File: src/rtl/mem_stage_ctrl_pkg.sv
// Shared definitions for the memory-stage controller: FSM encodings, default widths
// and the MEM/WB bubble constant.
package mem_stage_ctrl_pkg;

  localparam int DATA_W_DEF  = 32;
  localparam int WN_W_DEF    = 5;
  localparam int TIMEOUT_DEF = 16;
  localparam int CNT_W       = 8;

  typedef enum logic {
    ST_IDLE = 1'b0,
    ST_BUSY = 1'b1
  } state_t;

  typedef struct packed {
    logic reg_write;
    logic mem_to_reg;
  } wb_ctrl_t;

  localparam wb_ctrl_t WB_CTRL_BUBBLE = '{reg_write: 1'b0, mem_to_reg: 1'b0};

endpackage

File: src/rtl/mem_stage_ctrl_mem_wb_reg.sv
// MEM/WB pipeline register: holds when load=0, takes a bubble (all zero) when
// bubble=1, otherwise captures the selected writeback fields.
module mem_wb_reg
  import mem_stage_ctrl_pkg::*;
#(
  parameter int DATA_W = DATA_W_DEF,
  parameter int WN_W   = WN_W_DEF
) (
  input  logic              clk,
  input  logic              rst,
  input  logic              load,
  input  logic              bubble,
  input  wb_ctrl_t          ctrl_in,
  input  logic [DATA_W-1:0] rd_in,
  input  logic [DATA_W-1:0] alu_in,
  input  logic [WN_W-1:0]   wn_in,
  output logic              RegWrite_out,
  output logic              MemtoReg_out,
  output logic [DATA_W-1:0] RD_out,
  output logic [DATA_W-1:0] ALU_out,
  output logic [WN_W-1:0]   WN_out
);

  // NOTE: sequential state uses non-blocking assignments so every register samples
  // pre-edge values regardless of process ordering.
  always_ff @(posedge clk) begin
    if (rst || (load && bubble)) begin
      RegWrite_out <= WB_CTRL_BUBBLE.reg_write;
      MemtoReg_out <= WB_CTRL_BUBBLE.mem_to_reg;
      RD_out       <= '0;
      ALU_out      <= '0;
      WN_out       <= '0;
    end else if (load) begin
      RegWrite_out <= ctrl_in.reg_write;
      MemtoReg_out <= ctrl_in.mem_to_reg;
      RD_out       <= rd_in;
      ALU_out      <= alu_in;
      WN_out       <= wn_in;
    end
  end

endmodule

File: src/rtl/mem_stage_ctrl.sv
// Memory-stage controller: decodes loads/stores, runs the req/ack data-memory access,
// stalls upstream while it is outstanding. Optional `ALIGN_CHECK_EN rejects misaligned accesses.
module mem_stage_ctrl
  import mem_stage_ctrl_pkg::*;
#(
  parameter int DATA_W  = DATA_W_DEF,
  parameter int WN_W    = WN_W_DEF,
  parameter int TIMEOUT = TIMEOUT_DEF
) (
  input  logic              clk,
  input  logic              rst,
  input  logic              MemRead_in,
  input  logic              MemWrite_in,
  input  logic              RegWrite_in,
  input  logic              MemtoReg_in,
  input  logic [DATA_W-1:0] ALU_in,
  input  logic [DATA_W-1:0] RD2_in,
  input  logic [WN_W-1:0]   WN_in,
  output logic              mem_req,
  output logic              mem_we,
  output logic [DATA_W-1:0] mem_addr,
  output logic [DATA_W-1:0] mem_wdata,
  input  logic [DATA_W-1:0] mem_rdata,
  input  logic              mem_ack,
  output logic              stall,
  output logic              mem_err,
  output logic              RegWrite_out,
  output logic              MemtoReg_out,
  output logic [DATA_W-1:0] RD_out,
  output logic [DATA_W-1:0] ALU_out,
  output logic [WN_W-1:0]   WN_out
);

  localparam logic [CNT_W-1:0] TO_LAST = CNT_W'(TIMEOUT - 1);

  state_t            state, state_nxt;
  logic [CNT_W-1:0]  count;
  wb_ctrl_t          lat_ctrl, in_ctrl, wb_ctrl;
  logic [WN_W-1:0]   lat_wn;
  logic              lat_read;
  logic              acc, conflict, misaligned, issue, done, abort, align_err;
  logic              wb_load, wb_bubble, wb_from_lat;
  logic [DATA_W-1:0] wb_rd, wb_alu;
  logic [WN_W-1:0]   wb_wn;

  assign acc      = MemRead_in | MemWrite_in;
  assign conflict = MemRead_in & MemWrite_in;

`ifdef ALIGN_CHECK_EN
  assign misaligned = |ALU_in[1:0];
`else
  assign misaligned = 1'b0;
`endif

  assign issue     = (state == ST_IDLE) && acc && !misaligned;
  assign align_err = (state == ST_IDLE) && acc && misaligned;
  assign done      = (state == ST_BUSY) && mem_ack;
  assign abort     = (state == ST_BUSY) && !mem_ack && (count == TO_LAST);

  // NOTE: synchronous reset clears every register here; there are no memory arrays
  // in this block, so nothing is exempt from reset.
  always_ff @(posedge clk) begin
    if (rst) begin
      state <= ST_IDLE;
      count <= '0;
    end else begin
      state <= state_nxt;
      if ((state == ST_BUSY) && !mem_ack && !abort) count <= count + 1'b1;
      else                                          count <= '0;
    end
  end

  // NOTE: every signal driven in always_comb gets a default first so no latch is inferred.
  always_comb begin
    state_nxt = state;
    unique case (state)
      ST_IDLE: if (issue)          state_nxt = ST_BUSY;
      ST_BUSY: if (done || abort)  state_nxt = ST_IDLE;
      default:                     state_nxt = ST_IDLE;
    endcase
  end

  // While waiting for ack the MEM/WB register holds the bubble taken at issue.
  always_comb begin
    stall       = 1'b0;
    wb_load     = 1'b1;
    wb_bubble   = 1'b0;
    wb_from_lat = 1'b0;
    unique case (state)
      ST_IDLE: begin
        if (acc) begin
          wb_bubble = 1'b1;
          stall     = !misaligned;
        end
      end
      ST_BUSY: begin
        stall = !mem_ack && !abort;
        if (mem_ack)    wb_from_lat = 1'b1;
        else if (abort) wb_bubble   = 1'b1;
        else            wb_load     = 1'b0;
      end
      default: ;
    endcase
  end

  // Conflicting MemRead&MemWrite is issued as a write and flagged.
  always_ff @(posedge clk) begin
    if (rst) begin
      mem_req   <= 1'b0;
      mem_we    <= 1'b0;
      mem_addr  <= '0;
      mem_wdata <= '0;
      mem_err   <= 1'b0;
      lat_ctrl  <= WB_CTRL_BUBBLE;
      lat_wn    <= '0;
      lat_read  <= 1'b0;
    end else begin
      if (issue) begin
        mem_req   <= 1'b1;
        mem_we    <= MemWrite_in;
        mem_addr  <= ALU_in;
        mem_wdata <= RD2_in;
        lat_ctrl  <= in_ctrl;
        lat_wn    <= WN_in;
        lat_read  <= !MemWrite_in;
      end else if (done || abort) begin
        mem_req <= 1'b0;
      end
      if ((issue && conflict) || abort || align_err) mem_err <= 1'b1;
    end
  end

  assign in_ctrl.reg_write  = RegWrite_in;
  assign in_ctrl.mem_to_reg = MemtoReg_in;

  assign wb_ctrl = wb_from_lat ? lat_ctrl : in_ctrl;
  assign wb_alu  = wb_from_lat ? mem_addr : ALU_in;
  assign wb_wn   = wb_from_lat ? lat_wn   : WN_in;
  assign wb_rd   = (wb_from_lat && lat_read) ? mem_rdata : '0;

  mem_wb_reg #(
    .DATA_W (DATA_W),
    .WN_W   (WN_W)
  ) u_mem_wb_reg (
    .clk          (clk),
    .rst          (rst),
    .load         (wb_load),
    .bubble       (wb_bubble),
    .ctrl_in      (wb_ctrl),
    .rd_in        (wb_rd),
    .alu_in       (wb_alu),
    .wn_in        (wb_wn),
    .RegWrite_out (RegWrite_out),
    .MemtoReg_out (MemtoReg_out),
    .RD_out       (RD_out),
    .ALU_out      (ALU_out),
    .WN_out       (WN_out)
  );

endmodule

File: config.mk
export PLATFORM = sky130hd
export DESIGN_NAME = mem_stage_ctrl
export DESIGN_NICKNAME = d
export VERILOG_FILES = /design/src/rtl/mem_stage_ctrl_pkg.sv /design/src/rtl/mem_stage_ctrl_mem_wb_reg.sv /design/src/rtl/mem_stage_ctrl.sv
export SDC_FILE = /design/constraint.sdc
export NUM_CORES = 1
export LEC_CHECK = 0
export BUFFER_PORTS_ARGS = -buffer_cell sky130_fd_sc_hd__buf_2
export CORE_MARGIN = 1
export CORE_UTILIZATION = 51
export DETAILED_ROUTE_END_ITERATION = 16
export GPL_ROUTABILITY_DRIVEN = 0
export GPL_TIMING_DRIVEN = 0
export HOLD_SLACK_MARGIN = 0.05
export PLACE_DENSITY = 0.85
export SYNTH_ARGS = -nofsm -noshare
export SYNTH_HDL_FRONTEND = slang
export SYNTH_SLANG_ARGS = --single-unit
File: constraint.sdc
create_clock -name clk -period 4.7 [get_ports clk]
set_input_delay 0.94 -clock clk [delete_from_list [all_inputs] [get_ports clk]]
set_output_delay 0.94 -clock clk [all_outputs]
set_load 0.05 [all_outputs]
=== After elaboration in Yosys (flattened, before gate mapping) ===
Index checks and enable logic that the tools add are counted.

* Register bits after elaboration: 155
* Input port bits: 108
* Output and inout bits: 139
* Logic and storage cells: 57

* $add $sub $neg: 1
* Equality and inequality tests: 1
* Mux-type cells: 18
* Bitwise operators: 4
* Reduce and logical (&&, ||, !) cells: 17

{| class="wikitable"
|+ Operators by type and width
! cell !! number
|-
| $mux 32 || 2
|-
| $mux 1 || 11
|-
| $logic_and 1x1->1 || 9
|-
| $add 8x1->8 const B || 1
|-
| $eq 8x4->1 const B || 1
|-
| $pmux 1 s2 || 3
|-
| $mux 5 || 1
|-
| $logic_not 1->1 || 3
|-
| $logic_or 1x1->1 || 3
|-
| $mux 2 || 1
|-
| $not 1->1 || 2
|-
| $reduce_bool 2->1 || 1
|-
| $reduce_or 2->1 || 1
|-
| $and 1x1->1 || 1
|-
| $or 1x1->1 || 1
|}

=== Longest topological paths before layout ===
* Word-level depth: 8
* Mapped depth: 6
* Gate-level depth less buffers: 4

=== Cells and area by module ===
From an unflattened synthesis, not the netlist that was laid out.

* Cells, all modules: 850
* Area, all modules: 7039.3 um^2

{| class="wikitable"
|+ By module, submodules not included
! module !! times used !! cells each !! area each (um^2) !! sequential area each (um^2)
|-
| mem_stage_ctrl || 1 || 533 || 3643.5 || 1681.6
|-
| mem_wb_reg || 1 || 317 || 3395.8 || 1421.4
|}

=== Worst setup path after synthesis ===
No wires, ideal clock.

* Path type: input port to output port
* From: input mem_ack
* To: output stall
* Data arrival time: 2.055 ns
* Required time: 3.760 ns
* Path slack: 1.705 ns
* Stages on the path: 5
* Buffers on the path: 2
* Path through: nor2b_1 > clkbuf_1 > clkbuf_1 > o21ai_0 > nand2_1

* Word-level cells in the longest chain between the ends: 6

{| class="wikitable"
|+ Ends and longest elaborated chain
! item !! line !! source
|-
| start: declaration || mem_stage_ctrl.sv:24 || <nowiki>input logic mem_ack,</nowiki>
|-
| $logic_not 1->1 * || mem_stage_ctrl.sv:58, mem_stage_ctrl.sv:97 ||
|-
| $logic_and 1x1->1 (2 in a row) || mem_stage_ctrl.sv:58 || <nowiki>assign abort = (state == ST_BUSY) && !mem_ack && (count == TO_LAST);</nowiki>
|-
| $logic_not 1->1 || mem_stage_ctrl.sv:97 || <nowiki>stall = !mem_ack && !abort;</nowiki>
|-
| $logic_and 1x1->1 * || mem_stage_ctrl.sv:97 ||
|-
| $pmux 1 s2 * || mem_stage_ctrl.sv:89 || <nowiki>unique case (state)</nowiki>
|-
| end: declaration || mem_stage_ctrl.sv:25 || <nowiki>output logic stall,</nowiki>
|}

Mark *: on every way between the ends. The rest lies on a longest branch, timed or not.

=== Worst setup path after layout ===
Same ends and word-level chain as after synthesis.

==> flow_summary.yaml <==
clocking:
  holdBufCountCts: 0
  cts_tree: "yes"
  cts-root-buf: "clkbuf_16"
  clkSlewWorstSetupHoldPaths_ps: 60
  ctsResizeCount: 0
  cts.sink_count: 155
  numCtsBuffers: 17
  cts_setup_buffers: 0
  cts_buffer_depth: 2
  htree_levels: 4
  insertion_delay_ps: 420
setup_path:
  critical-path-slowest-cell: "clkbuf_1"
  worstSetupPathType: "in2out"
  worst-endpoint-arrival_ps: 2440
  critPathMaxFanout: 10
  crit_path_start_kind: "input pin"
  worstSetupEndpointType: "output pin"
  required_ps: 3760
  max_stage_delay_ps: 400
  crit_chain: "buf_2 > nor2b_1 > clkbuf_1 > clkbuf_1 > o21ai_0 > nand2_1 > buf_2"
min_path:
  worstHoldPathType: "reg2reg"
sta:
  tightest_slew_ps: 761
  period_needed_ps: 3380
  slew_violations: 0
  finalSetupTns_ps: 0
  whs_ps: 449
  finalHoldViolations: 0
  grt_setup_unrepaired: "false"
  finalCritPeriodShare: 0.719
  fmax_ghz: 0.296
  setup_viol: 0
  fin_skew_ps: 12.6
  setup_slack_ps: 1320
  relSlewSlack: 0.492
power:
  power.share.switching: 0.291
  combPwrFrac: 0.173
  power_density_nw_per_um2: 421
  vdd_drop_max_mv: 0.340
  switchingPower_uw: 953
  seq_power_share: 0.436
  static-leakage-power_nw: 3.63
  clockPowerShare: 0.392
  fin_total_pwr_mw: 3.27
  internal-power_mw: 2.32
synth:
  async_flop_share: 0
  syn_area_sq_um: 5820
  seq_area_frac_synth: 0.533
  avgSynthCellArea_sq_um: 8.97
  synth_cells: 649
  syn-num-nets: 758
  synth_cell_type_count: 34
  synth_flop_cell: "dfxtp_1"
  synth_edf_count: 0
  yosys_warnings: 0
  ys_ff_latch: 155
layout:
  design_area_sq_um: 7770
  fin_util: 0.708
  fin_nets: 1023
  drive_above_1_share: 0.306
  fin_cells: 1063
  syn_to_final_growth_pct: 33.5
  antenna_cells: 0
grt:
  overflow: 0
  grt_start_max_net_pins: 17
  antenna_found_initial: 0
  grtUsageTotal: 0.284
  grt_pass1_vias: 5308
  grt_pass1_wl_microns: 25600
run_status:
  status: "finished, final reports clean"
drt:
  post_drt_via_cell_ratio: 5.30
  drt_iter0_drc: 312
  wl_per_cell_microns: 15.6
  finalWirelength_microns: 16600
  ant_nets: 0
  first_pass_iters: 5
  vias: 5631
  drc: 0
placement:
  pre_cts_slack_ps: 1360
  postPlaceCellArea_sq_um: 7230
  portBuffers: 246
  place_hpwl_microns: 12000
  place_inst: 1035
floorplanning:
  core_area_sq_um: 11000
  row_count: 38
  die_y_microns: 109
  fp.dieArea_sq_um: 11900
  ios: 247
  start_util: 0.530
  die-width_microns: 109
run:
  maxCapViolCount: 0
[cell families (layout without fill, tap and decap cells)]
group | after synthesis | count (layout) | share of synthesized area
xor+xnor | 3 | 3 | 0.00451
simple gates | 203 | 203 | 0.139
buf+inv | 56 | 330 | 0.0417
mux | 39 | 39 | 0.0670
fa+ha+maj | 1 | 1 | 0.00215
compound gates | 192 | 192 | 0.213
flops | 155 | 155 | 0.533
[path summary, 6_finish.rpt]
| path | from | to | slack (ps) | cells past startpoint |
|---|---|---|---|---|
| max | mem_ack | stall | 1320 | 7 |
| min | mem_wdata[15] | mem_wdata[15] | 450 | 2 |
| max reg2reg | count[0] | u_mem_wb_reg.ALU_out[24] | 2590 | 5 |
| min reg2reg | mem_wdata[15] | mem_wdata[15] | 450 | 2 |
[sequential cells by signal, indices dropped and copies added (netlist names)]
| signal | count |
|---|---|
| mem_addr | 32 |
| u_mem_wb_reg.MemtoReg_out | 1 |
| u_mem_wb_reg.ALU_out | 32 |
| state | 1 |
| u_mem_wb_reg.RD_out | 32 |
| count | 8 |
| mem_req | 1 |
| mem_wdata | 32 |
| u_mem_wb_reg.RegWrite_out | 1 |
| mem_err | 1 |
| mem_we | 1 |
| lat_ctrl | 2 |
| lat_read | 1 |
| u_mem_wb_reg.WN_out | 5 |
| lat_wn | 5 |
[power by group through the flow]
stage | logic [mW] | clock network (mW) | registers [mW]
finish | 0.566 | 1.28 | 1.43
detailed placement | 0.566 | 0 | 1.45
floorplan | 0.172 | 0 | 1.67
global route | 0.604 | 1.35 | 1.43
global placement | 0.559 | 0 | 1.45
CTS | 0.568 | 1.30 | 1.43
[worst max-delay path, delay by kind of cell]
kind,cells,cell delay [ps]
buffers and inverters,4,1080
AO/OA/AOI/OAI,1,220
AND/OR/NAND/NOR,2,190
[layer usage]
metal / vias to the layer above / share of wire / track usage / wire, microns
li1: 2778 / - / - / -
met1: 2601 / 0.41 / 0.330 / 6750
met2: 221 / 0.48 / 0.467 / 8040
met3: 31 / 0.085 / 0.115 / 1410
met4: 0 / 0.024 / 0.109 / 402
met5: - / 0 / 0 / 0
[synthesized netlist by cell type (2+ instances only)]
| cell type | number | area, sq um |
|---|---|---|
| a21oi_1 | 107 | 536 |
| a21oi_2 | 3 | 26.3 |
| and3_1 | 2 | 12.5 |
| buf_1 | 11 | 41.3 |
| buf_2 | 2 | 10.0 |
| buf_6 | 4 | 45.0 |
| clkbuf_1 | 38 | 143 |
| dfxtp_1 | 155 | 3100 |
| mux2i_1 | 39 | 390 |
| nand2_1 | 179 | 672 |
| nand3_1 | 5 | 25.0 |
| nor2_1 | 5 | 18.8 |
| nor2b_1 | 4 | 25.0 |
| o211ai_1 | 33 | 248 |
| o21ai_0 | 3 | 15.0 |
| o2bb2ai_1 | 39 | 342 |
| or3_1 | 2 | 12.5 |
| xnor2_1 | 2 | 17.5 |
[cells in the final DEF (no fill, tap or decap), drive strengths merged, types with 3 or more instances in the layout]
cell,synthesis,layout
o211ai,33,33
o21ai,3,3
mux2i,39,39
buf,17,263
nor2b,4,4
a21oi,110,110
nand2,179,179
dfxtp,155,155
o2bb2ai,39,39
clkbuf,38,64
nor2,5,5
nand3,5,5
[final cells by class]
cell class,count,area (sq um)
well taps,140,175
inverters,1,3.75
multi-input cells,438,2480
clock buffers,26,509
plain buffers,55,239
fillers,882,3210
flip-flops and latches,155,3100
repair buffers,246,1230
clock inverters,2,35.0
Note: power is estimated with default switching activity, not from simulation.
